### src/rtl/parking_pkg.sv
`default_nettype none
// ============================================================================
// Package     : parking_pkg
// Description : Shared types, constants and helpers for the exit-side fee and
//               payment stage of the parking garage controller.
// Contents    : fee_state_t  - fee/payment FSM state encoding
//               BCD_DIGITS   - digits on every BCD display output
//               MINUTES_PER_HOUR
//               bin2bcd()    - 10-bit binary to 3-digit packed BCD
// Revision    : 1.0 - initial release
// ============================================================================
package parking_pkg;

  localparam int BCD_DIGITS       = 3;
  localparam int MINUTES_PER_HOUR = 60;

  typedef enum logic [2:0] {
    ST_IDLE     = 3'd0,
    ST_DIV      = 3'd1,
    ST_FEE      = 3'd2,
    ST_WAIT_PAY = 3'd3,
    ST_DONE     = 3'd4,
    ST_ABORT    = 3'd5
  } fee_state_t;

  // Shift-and-add-3 conversion. Only three digits are produced, so values
  // above 999 wrap modulo 1000 on the display.
  function automatic logic [4*BCD_DIGITS-1:0] bin2bcd(input logic [9:0] bin);
    logic [21:0] sr;
    sr = {12'd0, bin};
    for (int i = 0; i < 10; i++) begin
      if (sr[13:10] >= 4'd5) sr[13:10] = sr[13:10] + 4'd3;
      if (sr[17:14] >= 4'd5) sr[17:14] = sr[17:14] + 4'd3;
      if (sr[21:18] >= 4'd5) sr[21:18] = sr[21:18] + 4'd3;
      sr = sr << 1;
    end
    return sr[21:10];
  endfunction

endpackage
`default_nettype wire

### src/rtl/pay_timer.sv
`default_nettype none
// ============================================================================
// Module      : pay_timer
// Description : Idle-payment watchdog. A load restarts the count; while run
//               is high the count decrements to zero. expired is high once
//               TIMEOUT_CYCLES run cycles have elapsed since the last load.
// Ports       : clk, reset_n (async, active-low)
//               load    - restart the timeout window
//               run     - count enable
//               expired - window has elapsed (qualified by run)
// Revision    : 1.0 - initial release
// ============================================================================
module pay_timer #(
  parameter int TIMEOUT_CYCLES = 500_000_000
) (
  input  logic clk,
  input  logic reset_n,
  input  logic load,
  input  logic run,
  output logic expired
);

  localparam int                 c_CNT_W  = $clog2(TIMEOUT_CYCLES + 1);
  // Reload with one less than the window: the cycle that observes zero is
  // the last cycle of the window, so the owner reacts exactly on time.
  localparam logic [c_CNT_W-1:0] c_RELOAD = c_CNT_W'(TIMEOUT_CYCLES - 1);
  localparam logic [c_CNT_W-1:0] c_ONE    = c_CNT_W'(1);

  logic [c_CNT_W-1:0] count_q;
  logic [c_CNT_W-1:0] count_d;

  always_comb begin
    count_d = count_q;
    if (load) begin
      count_d = c_RELOAD;
    end else if (run && (count_q != '0)) begin
      count_d = count_q - c_ONE;
    end
  end

  always_ff @(posedge clk or negedge reset_n) begin
    if (!reset_n) begin
      count_q <= '0;
    end else begin
      count_q <= count_d;
    end
  end

  assign expired = run && (count_q == '0);

endmodule
`default_nettype wire

### src/rtl/fee_payment_unit.sv
`default_nettype none
// ============================================================================
// Module      : fee_payment_unit
// Description : Exit-side fee calculation and payment stage. Converts parking
//               minutes into a fee (RATE per started hour, capped at MAX_FEE),
//               collects 2- and 4-unit bills and reports paid / cancelled /
//               timed-out back to the ticket FSM.
// Ports       : clk, reset_n (async, active-low)
//               calc_start, parking_time_min - start a fee calculation
//               bill_2, bill_4, cancel       - payment inputs
//               busy, fee_valid, paid, pay_timeout - status
//               fee_bcd, remaining_bcd, change_bcd - 3-digit BCD displays
// Revision    : 1.0 - initial release
// ============================================================================
module fee_payment_unit
  import parking_pkg::*;
#(
  parameter int DWIDTH         = 16,
  parameter int RATE           = 2,
  parameter int MAX_FEE        = 40,
  parameter int TIMEOUT_CYCLES = 500_000_000
) (
  input  logic                    clk,
  input  logic                    reset_n,
  input  logic                    calc_start,
  input  logic [DWIDTH-1:0]       parking_time_min,
  input  logic                    bill_2,
  input  logic                    bill_4,
  input  logic                    cancel,
  output logic                    busy,
  output logic                    fee_valid,
  output logic [4*BCD_DIGITS-1:0] fee_bcd,
  output logic [4*BCD_DIGITS-1:0] remaining_bcd,
  output logic                    paid,
  output logic                    pay_timeout,
  output logic [4*BCD_DIGITS-1:0] change_bcd
);

  localparam logic [9:0]        c_MAX_FEE  = 10'(MAX_FEE);
  localparam logic [DWIDTH-1:0] c_MIN_HOUR = DWIDTH'(MINUTES_PER_HOUR);

  fee_state_t        state_q,   state_d;
  logic [DWIDTH-1:0] rem_q,     rem_d;
  logic [9:0]        hours_q,   hours_d;
  logic [9:0]        credit_q,  credit_d;
  logic [9:0]        fee_q,     fee_d;
  logic [9:0]        change_q,  change_d;
  logic              timeout_q, timeout_d;

  logic [9:0]  bill_amt;
  logic [9:0]  credit_sum;
  logic [9:0]  owed;
  logic [31:0] hour_cost;
  logic [31:0] hours_total;
  logic [31:0] fee_raw;
  logic [9:0]  fee_sat;
  logic        timer_load;
  logic        timer_run;
  logic        timer_expired;

  // 2*bill_2 + 4*bill_4; both together credit 6.
  assign bill_amt   = {7'd0, bill_4, bill_2, 1'b0};
  assign credit_sum = credit_q + bill_amt;

  // 32-bit arithmetic so the hour/rate product never wraps before the cap.
  assign hour_cost = 32'(hours_q) * 32'(RATE);

  always_comb begin
    hours_total = 32'(hours_q) + ((rem_q != '0) ? 32'd1 : 32'd0);
    if (hours_total == 32'd0) begin
      hours_total = 32'd1;
    end
    fee_raw = hours_total * 32'(RATE);
    fee_sat = (fee_raw > 32'(MAX_FEE)) ? c_MAX_FEE : fee_raw[9:0];
  end

  assign timer_run = (state_q == ST_WAIT_PAY);

  pay_timer #(
    .TIMEOUT_CYCLES(TIMEOUT_CYCLES)
  ) u_pay_timer (
    .clk    (clk),
    .reset_n(reset_n),
    .load   (timer_load),
    .run    (timer_run),
    .expired(timer_expired)
  );

  // State and datapath registers
  always_ff @(posedge clk or negedge reset_n) begin
    if (!reset_n) begin
      state_q   <= ST_IDLE;
      rem_q     <= '0;
      hours_q   <= '0;
      credit_q  <= '0;
      fee_q     <= '0;
      change_q  <= '0;
      timeout_q <= 1'b0;
    end else begin
      state_q   <= state_d;
      rem_q     <= rem_d;
      hours_q   <= hours_d;
      credit_q  <= credit_d;
      fee_q     <= fee_d;
      change_q  <= change_d;
      timeout_q <= timeout_d;
    end
  end

  // Next-state and datapath update
  always_comb begin
    state_d    = state_q;
    rem_d      = rem_q;
    hours_d    = hours_q;
    credit_d   = credit_q;
    fee_d      = fee_q;
    change_d   = change_q;
    timeout_d  = timeout_q;
    timer_load = 1'b0;

    case (state_q)
      ST_IDLE: begin
        if (calc_start) begin
          rem_d     = parking_time_min;
          hours_d   = '0;
          credit_d  = '0;
          fee_d     = '0;
          change_d  = '0;
          timeout_d = 1'b0;
          state_d   = ST_DIV;
        end
      end

      // Repeated subtraction, one hour per cycle. Stops early once the
      // whole hours alone already reach the cap, bounding the latency.
      ST_DIV: begin
        if (cancel) begin
          state_d = ST_IDLE;
        end else if ((rem_q >= c_MIN_HOUR) && (hour_cost < 32'(MAX_FEE))) begin
          rem_d   = rem_q - c_MIN_HOUR;
          hours_d = hours_q + 10'd1;
        end else begin
          state_d = ST_FEE;
        end
      end

      ST_FEE: begin
        if (cancel) begin
          state_d = ST_IDLE;
        end else begin
          fee_d      = fee_sat;
          timer_load = 1'b1;
          state_d    = ST_WAIT_PAY;
        end
      end

      // A bill arriving with cancel is credited first so the refund
      // returns everything inserted, including that bill.
      ST_WAIT_PAY: begin
        credit_d = credit_sum;
        if (bill_amt != '0) begin
          timer_load = 1'b1;
        end
        if (cancel) begin
          change_d = credit_sum;
          state_d  = ST_ABORT;
        end else if (credit_sum >= fee_q) begin
          change_d = credit_sum - fee_q;
          state_d  = ST_DONE;
        end else if ((bill_amt == '0) && timer_expired) begin
          change_d  = credit_q;
          timeout_d = 1'b1;
          state_d   = ST_ABORT;
        end
      end

      ST_DONE:  state_d = ST_IDLE;
      ST_ABORT: state_d = ST_IDLE;
      default:  state_d = ST_IDLE;
    endcase
  end

  // Outputs
  always_comb begin
    owed          = (credit_q >= fee_q) ? 10'd0 : (fee_q - credit_q);
    busy          = (state_q != ST_IDLE);
    fee_valid     = (state_q == ST_WAIT_PAY);
    paid          = (state_q == ST_DONE);
    pay_timeout   = (state_q == ST_ABORT) && timeout_q;
    fee_bcd       = bin2bcd(fee_q);
    change_bcd    = bin2bcd(change_q);
    remaining_bcd = (state_q == ST_WAIT_PAY) ? bin2bcd(owed) : '0;
  end

endmodule
`default_nettype wire

### config.mk
export PLATFORM = sky130hd
export DESIGN_NAME = fee_payment_unit
export DESIGN_NICKNAME = d
export VERILOG_FILES = /design/src/rtl/parking_pkg.sv /design/src/rtl/pay_timer.sv /design/src/rtl/fee_payment_unit.sv
export SDC_FILE = /design/constraint.sdc
export NUM_CORES = 1
export LEC_CHECK = 0
export ABC_CLOCK_PERIOD_IN_PS = 13600
export BUFFER_PORTS_ARGS = -buffer_cell sky130_fd_sc_hd__buf_2
export CAP_MARGIN = 15
export CORE_MARGIN = 5
export CORE_UTILIZATION = 40
export CTS_CLUSTER_DIAMETER = 120
export DETAILED_ROUTE_END_ITERATION = 16
export GPL_TIMING_DRIVEN = 0
export SLEW_MARGIN = 20
export SYNTH_ARGS = -nofsm -noshare
export SYNTH_HDL_FRONTEND = slang
export SYNTH_SLANG_ARGS = --single-unit
### constraint.sdc
create_clock -name clk -period 13.6 [get_ports clk]
set_clock_uncertainty 0.15 [all_clocks]
set_input_delay 1.36 -clock clk [delete_from_list [all_inputs] [get_ports clk]]
set_output_delay 1.36 -clock clk [all_outputs]
set_load 0.01 [all_outputs]
==> impl_metrics.sql <==
INSERT INTO impl_metrics (metric_group, metric, value, unit) VALUES
('global_routing', 'grt_pass1_vias', '8081', ''),
('worst_setup_path', 'worstSetupPathType', 'register to output pin', ''),
('final_layout', 'finish.cell_count_without_fillers', '1573', ''),
('final_layout', 'fillers', '2413', ''),
('routing', 'drtAntennaViolNets', '0', ''),
('routing', 'drt-pass1-iter-count', '5', ''),
('clock_tree', 'clkSlewWorstSetupHoldPaths', '0.07', 'ns'),
('timing', 'setup_viol_count_final', '0', ''),
('worst_setup_path', 'timing.critical_path.fanout_max', '10', ''),
('global_routing', 'groute.usage.overall', '0.1674', ''),
('clock_tree', 'worst_skew_pair.late_latency', '0.36', 'ns'),
('timing', 'rsz_0062_raised_after_global_routing', 'false', ''),
('flow_run', 'max-cap-violations', '0', ''),
('synthesis', 'synth.ff_latch_count', '87', ''),
('synthesis', 'ys_dominant_reg_cell', 'dfrtp_1', ''),
('place', 'placed_cells', '1557', ''),
('clock_tree', 'clock_tree.htree_level_count', '3', ''),
('place', 'routabilityCongestion', '0.8260', ''),
('synthesis', 'netlist_top_cells_area', 'dfrtp_1 23%, ha_1 13%, xnor2_1 5.2%', ''),
('timing', 'least_margin_pin_slew', '0.9029', 'ns'),
('synthesis', 'synth_area_per_cell', '8.168', 'um2'),
('clock_tree', 'clock_path_buffers', '2', ''),
('routing', 'dr_total_vias', '8502', ''),
('clock_tree', 'cts_made_buffers', '9', ''),
('routing', 'drtIter0Drc', '367', ''),
('floorplanning', 'initial_utilization', '0.4080', ''),
('routing', 'avgRoutedWirePerCell', '13.98', 'um'),
('synthesis', 'synth-async-reset-ratio', '1.000', ''),
('worst_setup_path', 'dominant_cell_type_by_count_on_the_critical_path', 'ha_1', ''),
('global_routing', 'global_route.overflow_total', '0', ''),
('worst_setup_path', 'worst-path-buf-inv', '6', ''),
('floorplanning', 'core_region_area', '23540', 'um2'),
('floorplanning', 'die_h', '165.0', 'um'),
('routing', 'avgViaCountPerCell', '5.405', ''),
('timing', 'tcrit_tclk_final', '0.7768', ''),
('final_layout', 'multi_input_gate_area_in_the_final_layout', '6953', 'um2'),
('synthesis', 'synth.cells.most_frequent', '96 x ha_1, 96 x nand2_1, 88 x nor2_1, 87 x a21oi_1, 87 x dfrtp_1', ''),
('clock_tree', 'post_cts_buffers', '0', ''),
('worst_setup_path', 'crit_path_top_delay_cell', 'dfrtp_1', ''),
('synthesis', 'ys_warn_count', '0', ''),
('worst_setup_path', 'critical_path.top_delay_family', 'compound AO/OA/AOI/OAI gates', ''),
('synthesis', 'post_synth_num_cell_types', '96', ''),
('timing', 'hold_violation_total_from_the_final_report', '0', ''),
('outcome', 'outcome', 'finished clean', ''),
('clock_tree', 'cts.hold.buffers_added', '0', ''),
('global_routing', 'antenna_found_initial', '0', ''),
('global_routing', 'grt_pass1_wl', '37960', 'um'),
('place', 'place.detailed.hpwl', '17580', 'um'),
('floorplanning', 'boundaryPins', '62', ''),
('final_layout', 'finish.net_count', '1369', ''),
('floorplanning', 'die-width', '165.0', 'um'),
('final_layout', 'drive_gt1_frac', '0.1292', ''),
('synthesis', 'netlist_area', '9605', 'um2'),
('timing', 'timing_max_transition_violations_final', '0', ''),
('worst_setup_path', 'crit_path_end_kind', 'output pin', ''),
('worst_setup_path', 'crit_arrival', '9.05', 'ns'),
('final_layout', 'antenna_cells_inserted', '0', ''),
('clock_tree', 'tritoncts', 'yes', ''),
('floorplanning', 'fp.dieArea', '27210', 'um2'),
('worst_setup_path', 'reg2reg_slack', '8.67', 'ns'),
('routing', 'drcViolationCount', '0', ''),
('synthesis', 'synth-edff-count', '0', ''),
('timing', 'post-route-min-period', '10.56', 'ns'),
('synthesis', 'seq_area_frac_synth', '0.2267', ''),
('final_layout', 'final-seq-area', '2177', 'um2'),
('worst_setup_path', 'critical_path.startpoint_type', 'register', ''),
('timing', 'slew_headroom', '0.3925', ''),
('timing', 'finalSetupTns', '0', 'ns'),
('place', 'portBuffers', '59', ''),
('synthesis', 'synth_top_area_frac', '0.2267', ''),
('floorplanning', 'core.rowCount', '56', ''),
('routing', 'detail_route.wirelength', '21990', 'um'),
('synthesis', 'synthCells', '1176', ''),
('clock_tree', 'clock_sink_count', '87', ''),
('worst_setup_path', 'timing.critical_path.slowest_cell_delay', '0.56', 'ns'),
('clock_tree', 'clock-root-buffer', 'clkbuf_16', ''),
('synthesis', 'synth.largest_area_cell', 'dfrtp_1', ''),
('final_layout', 'syn2layout_area_growth', '10.95', '%'),
('timing', 'fmax', '94.66', 'MHz'),
('global_routing', 'pin_count_of_the_biggest_net_entering_global_routing', '53', ''),
('clock_tree', 'cts.repair.resized', '0', ''),
('worst_setup_path', 'required', '12.09', 'ns'),
('worst_hold_path', 'min_path_type', 'register to register', '');
-- worst reg2reg max path: cells and delay by family, from the launching register on --
family | cells | cell delay, ns
AOI/OAI and AO/OA | 7 | 1.86
xor gates and xnor gates | 1 | 0.18
adders and majority gates | 3 | 1.04
buffers and inverters | 2 | 0.32
DFF | 1 | 0.44
and+or+nand+nor | 4 | 0.82
-- per-layer routing --
metal | track usage | up-vias | routed length, um
li1 | - | 4412 | -
met1 | 0.2313 | 3953 | 10890
met2 | 0.2814 | 115 | 10130
met3 | 0.01647 | 22 | 703
met4 | 0.04234 | 0 | 267
met5 | 0 | - | 0
-- cell families (layout without fill, tap and decap cells) --
group	count (synthesis)	after routing	synth area share
DFF	87	87	0.2267
other	1	2	0.0003904
adders and majority gates	98	98	0.1292
buffers and inverters	119	196	0.05054
muxes	37	37	0.03960
xor gates and xnor gates	78	78	0.07347
AOI/OAI and AO/OA	338	338	0.2560
and+or+nand+nor	418	418	0.2242
-- worst paths after layout --
kind                             start                to  cells past startpoint
setup reg to reg           credit_q[1]       change_q[7]                     17
hold / removal                rem_q[0]          rem_q[0]                      2
min in group asynchronous      reset_n        hours_q[6]                      1
hold reg to reg               rem_q[0]          rem_q[0]                      2
setup / recovery              fee_q[1]  remaining_bcd[2]                     38
max in group asynchronous      reset_n       change_q[1]                      2
-- registers in the layout (all words and copies together) (netlist names) --
name                 cells
timeout_q                1
change_q                10
hours_q                 10
credit_q                 9
u_pay_timer.count_q     29
fee_q                    9
rem_q                   16
state_q                  3
-- per-stage QoR --
step / util / setup slack (ns) / hold slack, ns / instance area (um2)
6_report: 0.4527 / 3.036 / 0.3223 / 10660
5_1_grt: 0.4527 / 2.336 / 0.3622 / 10660
4_1_cts: 0.4527 / 2.986 / 0.3272 / 10660
3_5_place_dp: 0.4396 / 3.400 / 0.3116 / 10350
3_3_place_gp: 0.4377 / 3.486 / 0.3109 / 10300
2_1_floorplan: - / 4.456 / 0.2901 / 9609
-- cell type report --
type	count	area share
Sequential cell	87	0.2043
Timing Repair Buffer	61	0.03135
Multi-Input combinational cell	971	0.6524
Clock buffer	9	0.02113
Buffer	33	0.01526
Inverter	86	0.03029
Tap cell	319	0.03745
Clock inverter	7	0.007866
-- placed cells by master (no fill, tap or decap), types with 5 or more instances in the layout --
master	count
nor4_1	16
nor2b_1	21
nand3_1	39
xnor2_1	57
o21ai_1	5
a21oi_2	5
o31ai_1	6
and2_1	11
xor2_1	18
and3_1	9
nand2_1	96
clkbuf_16	9
nand2b_1	28
o21a_1	13
o22ai_1	9
inv_1	83
a21o_1	21
or2_2	6
nor3_1	36
dfrtp_1	87
a31oi_1	8
nor3b_1	7
or4_1	5
nor2_1	88
clkbuf_1	23
nand4_1	10
mux2i_1	29
a21oi_1	87
a21boi_0	10
or3_1	17
o21ai_0	76
buf_2	60
o211ai_1	8
a22o_1	9
ha_1	96
mux2_2	8
nand3b_1	9
a211oi_1	11
Power is left out: the tool's default activity adds up to more than one toggle a clock period on the data nets, which glitch-free logic cannot reach.
